**src/rtl/zx_kbd_pkg.sv**
```systemverilog
// Shared constants and types for the serial keyboard/joystick receiver.
// Holds the frame geometry, shift-register slice offsets and FSM state encoding.
package zx_kbd_pkg;

  localparam int FRAME_BITS  = 48;
  localparam int ROWS        = 8;
  localparam int COLS        = 5;
  localparam int JOY_BITS    = 8;
  localparam int MATRIX_BITS = ROWS * COLS;

  // Joystick byte arrives first, so it ends up at the top of the shift register.
  localparam int JOY_LSB = MATRIX_BITS;
  localparam int JOY_MSB = JOY_LSB + JOY_BITS - 1;

  localparam int CNT_W = 6;
  localparam logic [CNT_W-1:0] CNT_FULL = CNT_W'(FRAME_BITS);
  localparam logic [CNT_W-1:0] CNT_OVF  = CNT_W'(FRAME_BITS + 1);

  typedef enum logic [1:0] {
    IDLE  = 2'd0,
    RECV  = 2'd1,
    CHECK = 2'd2
  } state_t;

endpackage

```
**src/rtl/kbd_sync.sv**
```systemverilog
// N-flop synchronizer plus one history flop; latency STAGES cycles to q, rise/fall
// are combinational from q and the history flop. No backpressure.
module kbd_sync #(
  parameter int STAGES = 2
) (
  input  logic clk,
  input  logic rst_n,
  input  logic d,
  output logic q,
  output logic rise,
  output logic fall
);

  logic [STAGES-1:0] sync_q;
  logic              hist_q;

  // Reset to 0 so a pin already low after reset never looks like a fresh falling edge.
  always_ff @(posedge clk or negedge rst_n) begin
    if (!rst_n) begin
      sync_q <= '0;
      hist_q <= 1'b0;
    end else begin
      sync_q <= {sync_q[STAGES-2:0], d};
      hist_q <= sync_q[STAGES-1];
    end
  end

  assign q    = sync_q[STAGES-1];
  assign rise = q & ~hist_q;
  assign fall = ~q & hist_q;

endmodule

```
**src/rtl/zx_spi_kbd.sv**
```systemverilog
// SPI keyboard/joystick frame receiver with atomic commit and port #FE column decode.
// Commit lands SYNC_STAGES+2 edges after CS rises; KB is combinational; no backpressure.
module zx_spi_kbd
  import zx_kbd_pkg::*;
#(
  parameter int SYNC_STAGES = 2
) (
  input  logic                CLK_14MHZ,
  input  logic                CPU_RESET,
  input  logic                KBD_CLK,
  input  logic                KBD_DI,
  input  logic                KBD_CS,
  input  logic [ROWS-1:0]     A_HI,
  output logic [COLS-1:0]     KB,
  output logic [JOY_BITS-1:0] JOY,
  output logic                FRAME_OK,
  output logic                FRAME_ERR
);

  logic cs_q, cs_rise, cs_fall;
  logic sck_q, sck_rise, sck_fall;
  logic di_q, di_rise, di_fall;
  logic unused_edges;

  kbd_sync #(.STAGES(SYNC_STAGES)) u_sync_cs (
    .clk(CLK_14MHZ), .rst_n(CPU_RESET), .d(KBD_CS),
    .q(cs_q), .rise(cs_rise), .fall(cs_fall)
  );

  kbd_sync #(.STAGES(SYNC_STAGES)) u_sync_sck (
    .clk(CLK_14MHZ), .rst_n(CPU_RESET), .d(KBD_CLK),
    .q(sck_q), .rise(sck_rise), .fall(sck_fall)
  );

  kbd_sync #(.STAGES(SYNC_STAGES)) u_sync_di (
    .clk(CLK_14MHZ), .rst_n(CPU_RESET), .d(KBD_DI),
    .q(di_q), .rise(di_rise), .fall(di_fall)
  );

  assign unused_edges = ^{sck_q, sck_fall, di_rise, di_fall};

  state_t                 state;
  logic [CNT_W-1:0]       bit_cnt;
  logic [FRAME_BITS-1:0]  sr;
  logic [MATRIX_BITS-1:0] matrix;

  always_ff @(posedge CLK_14MHZ or negedge CPU_RESET) begin
    if (!CPU_RESET) begin
      state     <= IDLE;
      bit_cnt   <= '0;
      sr        <= '0;
      matrix    <= '1;
      JOY       <= '0;
      FRAME_OK  <= 1'b0;
      FRAME_ERR <= 1'b0;
    end else begin
      FRAME_OK  <= 1'b0;
      FRAME_ERR <= 1'b0;
      case (state)
        IDLE: begin
          if (cs_fall) begin
            state   <= RECV;
            bit_cnt <= '0;
          end
        end
        RECV: begin
          // A clock edge coincident with the CS rise belongs to no frame.
          if (cs_rise) begin
            state <= CHECK;
          end else if (sck_rise) begin
            sr <= {sr[FRAME_BITS-2:0], di_q};
            if (bit_cnt != CNT_OVF) bit_cnt <= bit_cnt + 1'b1;
          end
        end
        CHECK: begin
          if (bit_cnt == CNT_FULL) begin
            matrix   <= sr[MATRIX_BITS-1:0];
            JOY      <= sr[JOY_MSB:JOY_LSB];
            FRAME_OK <= 1'b1;
          end else begin
            FRAME_ERR <= 1'b1;
          end
          if (!cs_q) begin
            state   <= RECV;
            bit_cnt <= '0;
          end else begin
            state <= IDLE;
          end
        end
        default: state <= IDLE;
      endcase
    end
  end

  // Only rows selected by a low address bit can pull a column low.
  always_comb begin
    KB = '1;
    for (int r = 0; r < ROWS; r++) begin
      for (int c = 0; c < COLS; c++) begin
        KB[c] = KB[c] & (matrix[r*COLS+c] | A_HI[r]);
      end
    end
  end

endmodule
```
**config.mk**
```make
export PLATFORM = sky130hd
export DESIGN_NAME = zx_spi_kbd
export DESIGN_NICKNAME = d
export VERILOG_FILES = /design/src/rtl/zx_kbd_pkg.sv /design/src/rtl/kbd_sync.sv /design/src/rtl/zx_spi_kbd.sv
export SDC_FILE = /design/constraint.sdc
export NUM_CORES = 1
export LEC_CHECK = 0
export ABC_AREA = 1
export CAP_MARGIN = 25
export CORE_MARGIN = 5
export CORE_UTILIZATION = 63
export DETAILED_ROUTE_END_ITERATION = 10
export GPL_TIMING_DRIVEN = 0
export PLACE_DENSITY_LB_ADDON = 0.2
export SLEW_MARGIN = 10
export SYNTH_ARGS = -nofsm -noshare
export SYNTH_HDL_FRONTEND = slang
export SYNTH_SLANG_ARGS = --single-unit
export TNS_END_PERCENT = 100
```
**constraint.sdc**
```tcl
create_clock -name CLK_14MHZ -period 4.2 [get_ports CLK_14MHZ]
set_input_delay 0.63 -clock CLK_14MHZ [delete_from_list [all_inputs] [get_ports CLK_14MHZ]]
set_output_delay 0.63 -clock CLK_14MHZ [all_outputs]
set_load 0.005 [all_outputs]
```
==> impl_metrics.json, run 1 <==
{
  "grt_overflow": 0,
  "cts_root_buffer": "clkbuf_8",
  "final_antenna_net_count": 0,
  "worstMarginPinSlew_ns": 0.5267,
  "cts_setup_buffers": 0,
  "vias_per_cell": 5.369,
  "die_y_um": 95.99,
  "finalSetupViolCount": 0,
  "max_stage_delay_ns": 0.62,
  "hold_viol": 0,
  "antenna_found_initial": 0,
  "r2r_cells": 7,
  "fin_crit_ns": 2.976,
  "design.core.area_mm2": 0.007214,
  "cp_top_family": "buffers and inverters",
  "routed_wl_mm": 10.02,
  "cts_buffers": 17,
  "worstSetupPathType": "input pin to output pin",
  "yosys_warnings": 0,
  "ctsHtreeMaxLevel": 4,
  "worst_slack_ns": 1.224,
  "final_cells": 645,
  "io_pins": 28,
  "netlist_top_cells_area": "dfrtp_1 40%, dfstp_2 23%, nand2_1 10%, o21ai_1 5.9%, inv_1 4.9%",
  "synth_top_area_share_pct": 39.75,
  "p_per_area_mw_per_mm2": 498.5,
  "crit_chain": "clkdlybuf4s50_1, o22ai_1, or2_2, nor3_1, clkdlybuf4s50_1",
  "cts_tree": "yes",
  "skew_ns": 0.008574,
  "drv_slew": 0,
  "synth_area_mm2": 0.004658,
  "clockBufferDepth": 2,
  "grt_max_degree": 59,
  "cp_num_buf_inv": 2,
  "rows": 31,
  "grt_util_all_layers_pct": 24.67,
  "drc": 0,
  "insertion_delay_ns": 0.51,
  "die_w_um": 95.99,
  "hold_path_class": "input pin to async pin",
  "fmax_mhz": 336.0,
  "status": "complete, no violations",
  "synth_xor_area_share_pct": 0.5641,
  "period_share_pct": 70.86,
  "n_antenna_cell": 0,
  "vias": 3463,
  "holdBufCountCts": 0,
  "synthFlopType": "dfrtp_1",
  "io_buffers": 27,
  "synth_simple_gate_area_share_pct": 15.01,
  "gp_congestion": 0.8844,
  "yosys.area.top_type": "dfrtp_1",
  "finalPower_mw": 2.840,
  "drive_gt1_share_pct": 18.50,
  "hpwl_mm": 6.503,
  "synth_async_sr_flop_share_pct": 100.0,
  "synth_compound_area_share_pct": 12.92,
  "post-place-ws_ns": 1.287,
  "syn_inst": 486,
  "clk_pin_slew_ns": 0.06,
  "initial_core_util_pct": 64.57,
  "synthMuxAreaShare_pct": 0,
  "areaGrowthSynthToFinish_pct": 22.29,
  "ys_ff_latch": 114,
  "holdWs_ns": 0.07501,
  "synth-edff-count": 0,
  "r2r_slack_ns": 2.53,
  "synth_area_per_cell_um2": 9.585,
  "synth_top_family_by_area": "simple AND/OR/NAND/NOR gates",
  "critPathSlowestCell": "clkdlybuf4s50_1",
  "ys_types": 30,
  "nNetsFinal": 549,
  "start_kind": "input pin",
  "ys_seq_area_share_pct": 62.32,
  "timing.max_cap.violations": 0,
  "critPathRequiredTime_ns": 3.57,
  "max-slew-margin-rel_pct": 64.88,
  "synthesis.nets": 502,
  "wl_per_cell_um": 15.54,
  "crit_path_max_fanout": 5,
  "cts_resized": 0,
  "crit_path_end_kind": "output pin",
  "drtIter0Drc": 218,
  "die_area_mm2": 0.009214,
  "cp_common_cell": "clkdlybuf4s50_1",
  "firstDrtPassIters": 6,
  "r2r-start": "bit_cnt[0]$_DFFE_PN0P_",
  "synthAdderAreaFrac_pct": 0.8058,
  "clock_sinks": 114,
  "p_leak_nw": 2.353,
  "r2r_end": "matrix[21]$_DFFE_PN1P_",
  "grt_pass1_vias": 3657,
  "dp_cells": 613,
  "ir_worst_vdd_v": 0.0003953,
  "grt_setup_unrepaired": "false",
  "worst_ep_arrival_time_ns": 2.35,
  "grt_pass1_wl_mm": 17.11
}
[cell usage after synthesis, types with 2 or more instances]
library cell	count
nand2_2	2
or2_2	7
xor2_1	2
clkbuf_2	2
dfstp_2	40
nand3_1	4
ha_1	3
nand2_1	125
clkbuf_1	4
dfrtp_1	74
o21ai_1	55
buf_2	4
o22ai_1	14
o21ai_0	42
inv_1	61
buf_6	10
nor2_1	22
nor3_1	3
[per-layer routing]
metal,vias up,global-route usage [%],part of all wire (%)
met1,1705,30.70,42
met3,14,6.802,4.8
met2,94,42.15,52
li1,1650,-,-
met5,-,0,0
met4,0,7.227,1.2
[stage by stage]
stage	utilization (%)	cell area (um2)	TNS (ns)
6_report	78.96	5697	0
5_1_grt	78.96	5697	0
4_1_cts	78.96	5697	0
3_5_place_dp	70.43	5081	0
3_3_place_gp	70.03	5052	-126.28
2_1_floorplan	-	4658	0
[state kept, by name, summed over array words and instances, names as in the netlist]
register	count
sr	48
matrix	40
JOY	8
bit_cnt	6
state	2
u_sync_cs.sync_q	2
u_sync_di.sync_q	2
u_sync_sck.sync_q	2
FRAME_ERR	1
FRAME_OK	1
u_sync_cs.hist_q	1
u_sync_sck.hist_q	1
[cell usage in the layout, fill, tap and decap left out, types with 6 or more instances in the layout]
master,instances
nor2_1,22
o22ai_1,14
buf_6,11
o21ai_1,55
or2_2,7
nand2_1,125
dfrtp_1,74
clkdlybuf4s50_1,26
clkbuf_16,16
o21ai_0,42
dfstp_2,40
clkbuf_1,6
clkbuf_8,6
inv_1,61
[kinds of logic after synthesis]
kind of cell | after synthesis
AOI/OAI and AO/OA | 115
buffers and inverters | 82
and+or+nand+nor | 169
adders and majority gates | 3
DFF | 114
xor gates and xnor gates | 3
[final cells by class]
type / instances / area, um2
flip-flops and latches: 114 / 2903
well taps: 99 / 123.9
repair buffers: 28 / 299.0
clock inverters: 8 / 125.1
clock buffers: 24 / 490.5
multi-input cells: 290 / 1365
fillers: 455 / 1518
inverters: 62 / 232.7
plain buffers: 20 / 157.7
[worst max path at each step]
stage,start,end,depth (start not counted)
6_report,A_HI[6],KB[4],5
5_1_grt,A_HI[0],KB[0],6
4_1_cts,A_HI[6],KB[4],5
3_5_place_dp,A_HI[6],KB[4],5
3_3_place_gp,CPU_RESET,u_sync_di.sync_q[0]$_DFF_PN0_,1
2_1_floorplan,A_HI[4],KB[1],4
[power breakdown]
group | internal (mW) | total, mW | switching (mW)
Clock | 0.981 | 1.46 | 0.481
Sequential | 1.14 | 1.17 | 0.0312
Combinational | 0.0676 | 0.203 | 0.136
Total | 2.19 | 2.84 | 0.648
Power figures use the tool's default switching activity.
==> inputs of run 2 (changes only) <==
--- a/config.mk
+++ b/config.mk
@@ -8,7 +8,7 @@
 export ABC_AREA = 1
 export CAP_MARGIN = 25
 export CORE_MARGIN = 5
-export CORE_UTILIZATION = 63
+export CORE_UTILIZATION = 59
 export DETAILED_ROUTE_END_ITERATION = 10
 export GPL_TIMING_DRIVEN = 0
 export PLACE_DENSITY_LB_ADDON = 0.2
==> constraint.sdc (replaced) <==
create_clock -name CLK_14MHZ -period 2.9 [get_ports CLK_14MHZ]
set_input_delay 0.435 -clock CLK_14MHZ [delete_from_list [all_inputs] [get_ports CLK_14MHZ]]
set_output_delay 0.435 -clock CLK_14MHZ [all_outputs]
set_load 0.005 [all_outputs]
==> run 2 against run 1 <==
Net effect: core utilization down 4.6 points; sequential cell count unchanged; global-route usage down 2.2 points; cell area is 0.92% higher.
==> impl_metrics.json, run 2 (synthesized netlist as in run 1, its figures left out) <==
{
  "status": "complete, no violations",
  "p_leak_nw": 2.383,
  "wl_per_cell_um": 15.51,
  "worst_ep_arrival_time_ns": 2.13,
  "hold_path_class": "register to register",
  "grt_max_degree": 63,
  "fmax_mhz": 389.2,
  "period_share_pct": 88.61,
  "design.core.area_mm2": 0.007727,
  "p_clk_share_pct": 53.0,
  "io_pins": 28,
  "vias": 3447,
  "switching_power_mw": 0.9401,
  "nNetsFinal": 550,
  "skew_ns": 0.007231,
  "comb_power_share_pct": 7.0,
  "largest_register": "sr",
  "holdWs_ns": 0.3480,
  "clock_sinks": 114,
  "drive_gt1_share_pct": 18.68,
  "worst_slack_ns": 0.3303,
  "grt_pass1_vias": 3721,
  "critPathRequiredTime_ns": 2.47,
  "die_w_um": 98.86,
  "final_util_pct": 74.40,
  "crit_path_max_fanout": 5,
  "vias_per_cell": 5.319,
  "grt_overflow": 0,
  "drtIter0Drc": 190,
  "grt_util_all_layers_pct": 22.44,
  "intPower_mw": 3.306,
  "p_per_area_mw_per_mm2": 738.5,
  "hpwl_mm": 6.482,
  "final_cells": 648,
  "dp_cells": 616,
  "design_area_mm2": 0.005749,
  "holdBufCountCts": 1,
  "layout_common_cells": "125 x nand2_1, 74 x dfrtp_1, 61 x inv_1",
  "cts_tree": "yes",
  "clk_pin_slew_ns": 0.05,
  "io_buffers": 27,
  "post-place-ws_ns": 0.3636,
  "largest_register_ffs": 48,
  "ir_worst_vdd_v": 0.0004780,
  "routed_wl_mm": 10.05,
  "crit_path_end_kind": "output pin",
  "drv_slew": 0,
  "p_seq_share_pct": 40.0,
  "cts_setup_buffers": 0,
  "firstDrtPassIters": 7,
  "finalSetupViolCount": 0,
  "dpl_cell_area_mm2": 0.005085,
  "die_y_um": 98.86,
  "cts_resized": 0,
  "die_area_mm2": 0.009772,
  "cts_buffers": 17,
  "antenna_found_initial": 0,
  "max-slew-margin-rel_pct": 67.40,
  "grt_pass1_wl_mm": 17.35,
  "finalPower_mw": 4.246,
  "grt_setup_unrepaired": "false",
  "ctsHtreeMaxLevel": 4,
  "worstMarginPinSlew_ns": 0.4890,
  "cts_root_buffer": "clkbuf_8",
  "top_regs": "sr x48, matrix x40, JOY x8",
  "worstSetupPathType": "input pin to output pin",
  "start_kind": "input pin",
  "switching_share_pct": 22.14,
  "final_antenna_net_count": 0,
  "n_antenna_cell": 0,
  "nFillCells": 550,
  "clockBufferDepth": 2,
  "setup_tns_ns": 0,
  "drc": 0,
  "final_common_cell": "nand2_1",
  "insertion_delay_ns": 0.52,
  "timing.max_cap.violations": 0,
  "areaGrowthSynthToFinish_pct": 23.42,
  "gp_congestion": 0.8041,
  "fin_crit_ns": 2.570,
  "hold_viol": 0,
  "rows": 32,
  "initial_core_util_pct": 60.28
}
==> run 2: changes by cell type in the layout (fill, tap and decap cells not counted), sizes merged <==
cell / before / now
bufinv: 3 / 4
clkinvlp: 4 / 2
dlygate4sd3: 0 / 1
==> run 2: final cells by class <==
class / count / area (um2) / share of cell area (%)
flip-flops and latches: 114 / 2903 / 50.49
multi-input cells: 290 / 1365 / 23.74
clock buffers: 24 / 510.5 / 8.879
repair buffers: 29 / 309.0 / 5.375
inverters: 62 / 232.7 / 4.048
plain buffers: 20 / 157.7 / 2.742
clock inverters: 7 / 143.9 / 2.503
well taps: 102 / 127.6 / 2.220
==> run 2: power by group through the flow <==
stage               clock network (mW)  logic, mW  registers, mW
CTS                               2.27      0.299           1.70
global placement                     0      0.272           1.72
floorplan                            0      0.179           1.71
global route                      2.35      0.338           1.71
finish                            2.25      0.296           1.70
detailed placement                   0      0.288           1.72
==> run 2: per-layer routing <==
layer	vias up	wire length (um)	track usage, %
met4	0	172	7.458
met2	95	5043	37.29
met3	15	551	6.723
met1	1686	4285	28.15
met5	-	0	0
li1	1651	-	-
==> run 2: final timing paths <==
| kind | from | to | slack (ns) | depth (start not counted) |
|---|---|---|---|---|
| worst max register to register | bit_cnt[0]$_DFFE_PN0P_ | matrix[11]$_DFFE_PN1P_ | 1.18 | 9 |
| worst max-delay path | A_HI[1] | KB[0] | 0.33 | 6 |
| worst min register to register | u_sync_sck.sync_q[0]$_DFF_PN0_ | u_sync_sck.sync_q[1]$_DFF_PN0_ | 0.35 | 0 |
| worst min-delay path | u_sync_sck.sync_q[0]$_DFF_PN0_ | u_sync_sck.sync_q[1]$_DFF_PN0_ | 0.35 | 0 |
| max in group asynchronous | CPU_RESET | matrix[6]$_DFFE_PN1P_ | 1.76 | 3 |
| min in group asynchronous | CPU_RESET | sr[23]$_DFFE_PN0P_ | 0.43 | 2 |
==> run 2: worst max-delay path: stages <==
cell	delay, ns
clkdlybuf4s50_1	0.61
nor2_1	0.10
nor2_1	0.11
o221ai_1	0.16
nor3_1	0.18
clkdlybuf4s50_1	0.53
==> inputs of run 3 (changes only) <==
--- a/config.mk
+++ b/config.mk
@@ -6,6 +6,7 @@
 export NUM_CORES = 1
 export LEC_CHECK = 0
 export ABC_AREA = 1
+export ABC_CLOCK_PERIOD_IN_PS = 2900
 export CAP_MARGIN = 25
 export CORE_MARGIN = 5
 export CORE_UTILIZATION = 59
==> results of run 3 <==
No change in the layout: final DEF, timing and power equal those of run 2.
==> edit: new RTL, settings of run 3 <==
Put one more register stage on the output `JOY`, with the module's reset. The value now appears one clock later. The other outputs are not delayed to match.
--- a/src/rtl/zx_spi_kbd.sv
+++ b/src/rtl/zx_spi_kbd.sv
@@ -16,6 +16,8 @@
   output logic                FRAME_OK,
   output logic                FRAME_ERR
 );
+
+  logic [JOY_BITS-1:0] JOY_s0;
 
   logic cs_q, cs_rise, cs_fall;
   logic sck_q, sck_rise, sck_fall;
@@ -50,7 +52,7 @@
       bit_cnt   <= '0;
       sr        <= '0;
       matrix    <= '1;
-      JOY       <= '0;
+      JOY_s0    <= '0;
       FRAME_OK  <= 1'b0;
       FRAME_ERR <= 1'b0;
     end else begin
@@ -75,7 +77,7 @@
         CHECK: begin
           if (bit_cnt == CNT_FULL) begin
             matrix   <= sr[MATRIX_BITS-1:0];
-            JOY      <= sr[JOY_MSB:JOY_LSB];
+            JOY_s0   <= sr[JOY_MSB:JOY_LSB];
             FRAME_OK <= 1'b1;
           end else begin
             FRAME_ERR <= 1'b1;
@@ -102,4 +104,12 @@
     end
   end
 
+  always_ff @(posedge CLK_14MHZ or negedge CPU_RESET) begin
+    if (!CPU_RESET) begin
+      JOY <= '0;
+    end else begin
+      JOY <= JOY_s0;
+    end
+  end
+
 endmodule
Function: same outputs for any inputs over 10 cycles, from zero or initial values and one cycle with CPU_RESET low; that may be too few to reach the edited logic, so the function may still have changed.
==> edit against run 3 <==
- first-iteration DRC count rose by 11%
- power increased by 5.6%
- critical path depth decreased by 1
- highest routed layer unchanged
- area after synthesis is 4.9% higher
- critical path type unchanged
- wire length up 4.2%
- largest cell class unchanged
- sequential cell count grew 8
- worst setup slack got worse by 0.031 ns
- cell area up 3.8%
==> edit: results (changes against run 3) <==
Global route
  – First-pass GRT wire length: 17.9 mm (+3.4%)
  – Largest net degree at the start of global routing: 72 (+14%)
  – Vias in the first global route: 3710 (-0.30%)

Synth
  – Synth top cells by count: nand2_1 (130), dfrtp_1 (82), o21ai_1 (82)
  – Asr flop ratio synth: 1.00 (unchanged)
  – Synthesized Nets: 515 (+2.6%)
  – Sequential-to-total area share from yosys stat: 0.635 (+0.0118)
  – Mapped Avg Cell Area: 9.79 sq um (+2.2%)
  – Ranking of synthesized cells by area: dfrtp_1 (42%), dfstp_2 (22%), nand2_1 (10%)
  – Netlist cell types: 28 (-6.7%)

Placement
  – Pre-CTS WS: 0.311 ns (-0.0526 ns)
  – Placed cells: 632 (+2.6%)
  – Dpl hpwl: 6.68 mm (+3.0%)
  – Dpl cell area: 5320 sq um (+4.6%)

Timing
  – Slew @ Worst Pin: 0.535 ns (+0.0458 ns)
  – Worst Skew: 0.00671 ns (-0.000521 ns)

Power
  – Tot Pwr: 4490 uW (+5.6%)
  – Gate power share: 0.085 (+0.015)
  – Clock power share: 0.506 (-0.024)
  – Max IR drop VDD: 0.000447 V (-6.4%)
  – Sw power: 1050 uW (+12%)

Detailed routing
  – First-pass DRT Iterations: 4 (-3)
  – Vias: 3484 (+1.1%)
  – Drt wl/cell: 15.7 um (+1.5%)
  – Vias/cell: 5.24 (-1.5%)

Cells and area
  – Share of layout cells above drive strength 1: 0.193 (+0.00604)
  – Biggest regs: sr: 48 flops, matrix: 40 flops

Outcome
  – Status: complete, no violations

Critical path
  – CP max-delay cell: clkdlybuf4s50_1
  – Max incr delay on CP: 0.57 ns (-0.04 ns)
  – Worst Path Arrival: 2.17 ns (+0.04 ns)
  – R2R depth: 7 (-2)
==> edit: cell types whose count changed after synthesis, sizes merged, moves of 2 or more <==
cell / run 3 / this run
dfrtp: 74 / 82
nand2: 127 / 130
nor2: 23 / 26
nor3: 3 / 1
o2111ai: 0 / 5
o21ai: 97 / 95
o221ai: 1 / 3
o22ai: 14 / 4
or2: 7 / 16
==> edit: layer usage <==
metal / vias up / GRT usage / share of wire
met1: 1692 / 0.283 / 0.42
met5: - / 0 / 0
met2: 89 / 0.375 / 0.50
met4: 0 / 0.117 / 0.023
met3: 19 / 0.0644 / 0.050
li1: 1684 / - / -
==> edit: timing repair <==
item	CTS	global route
hold endpoints to repair	33	0
setup buffers	0	0
hold buffers	1	0
==> edit: worst paths after layout <==
path,from,to,slack [ns]
max,A_HI[6],KB[0],0.30
min,u_sync_cs.sync_q[0],u_sync_cs.sync_q[1],0.35
max reg2reg,bit_cnt[0],matrix[28],1.22
min reg2reg,u_sync_cs.sync_q[0],u_sync_cs.sync_q[1],0.35
max in group asynchronous,CPU_RESET,matrix[4],1.73
min in group asynchronous,CPU_RESET,sr[22],0.43
==> edit: cell type report <==
cell class	count	area, sq um
Multi-Input combinational cell	296	1400
Clock buffer	21	449
Fill cell	570	2170
Tap cell	105	131
Buffer	20	156
Inverter	61	229
Timing Repair Buffer	29	309
Sequential cell	122	3100
Clock inverter	11	191
==> edit: logic make-up (layout without fill, tap and decap cells) <==
kind of cell | Yosys count | after routing | share of synthesized area
buf+inv | 81 | 142 | 0.0789
compound gates | 110 | 110 | 0.120
xor+xnor | 2 | 2 | 0.00358
simple gates | 181 | 181 | 0.155
flops | 122 | 122 | 0.635
fa+ha+maj | 3 | 3 | 0.00768
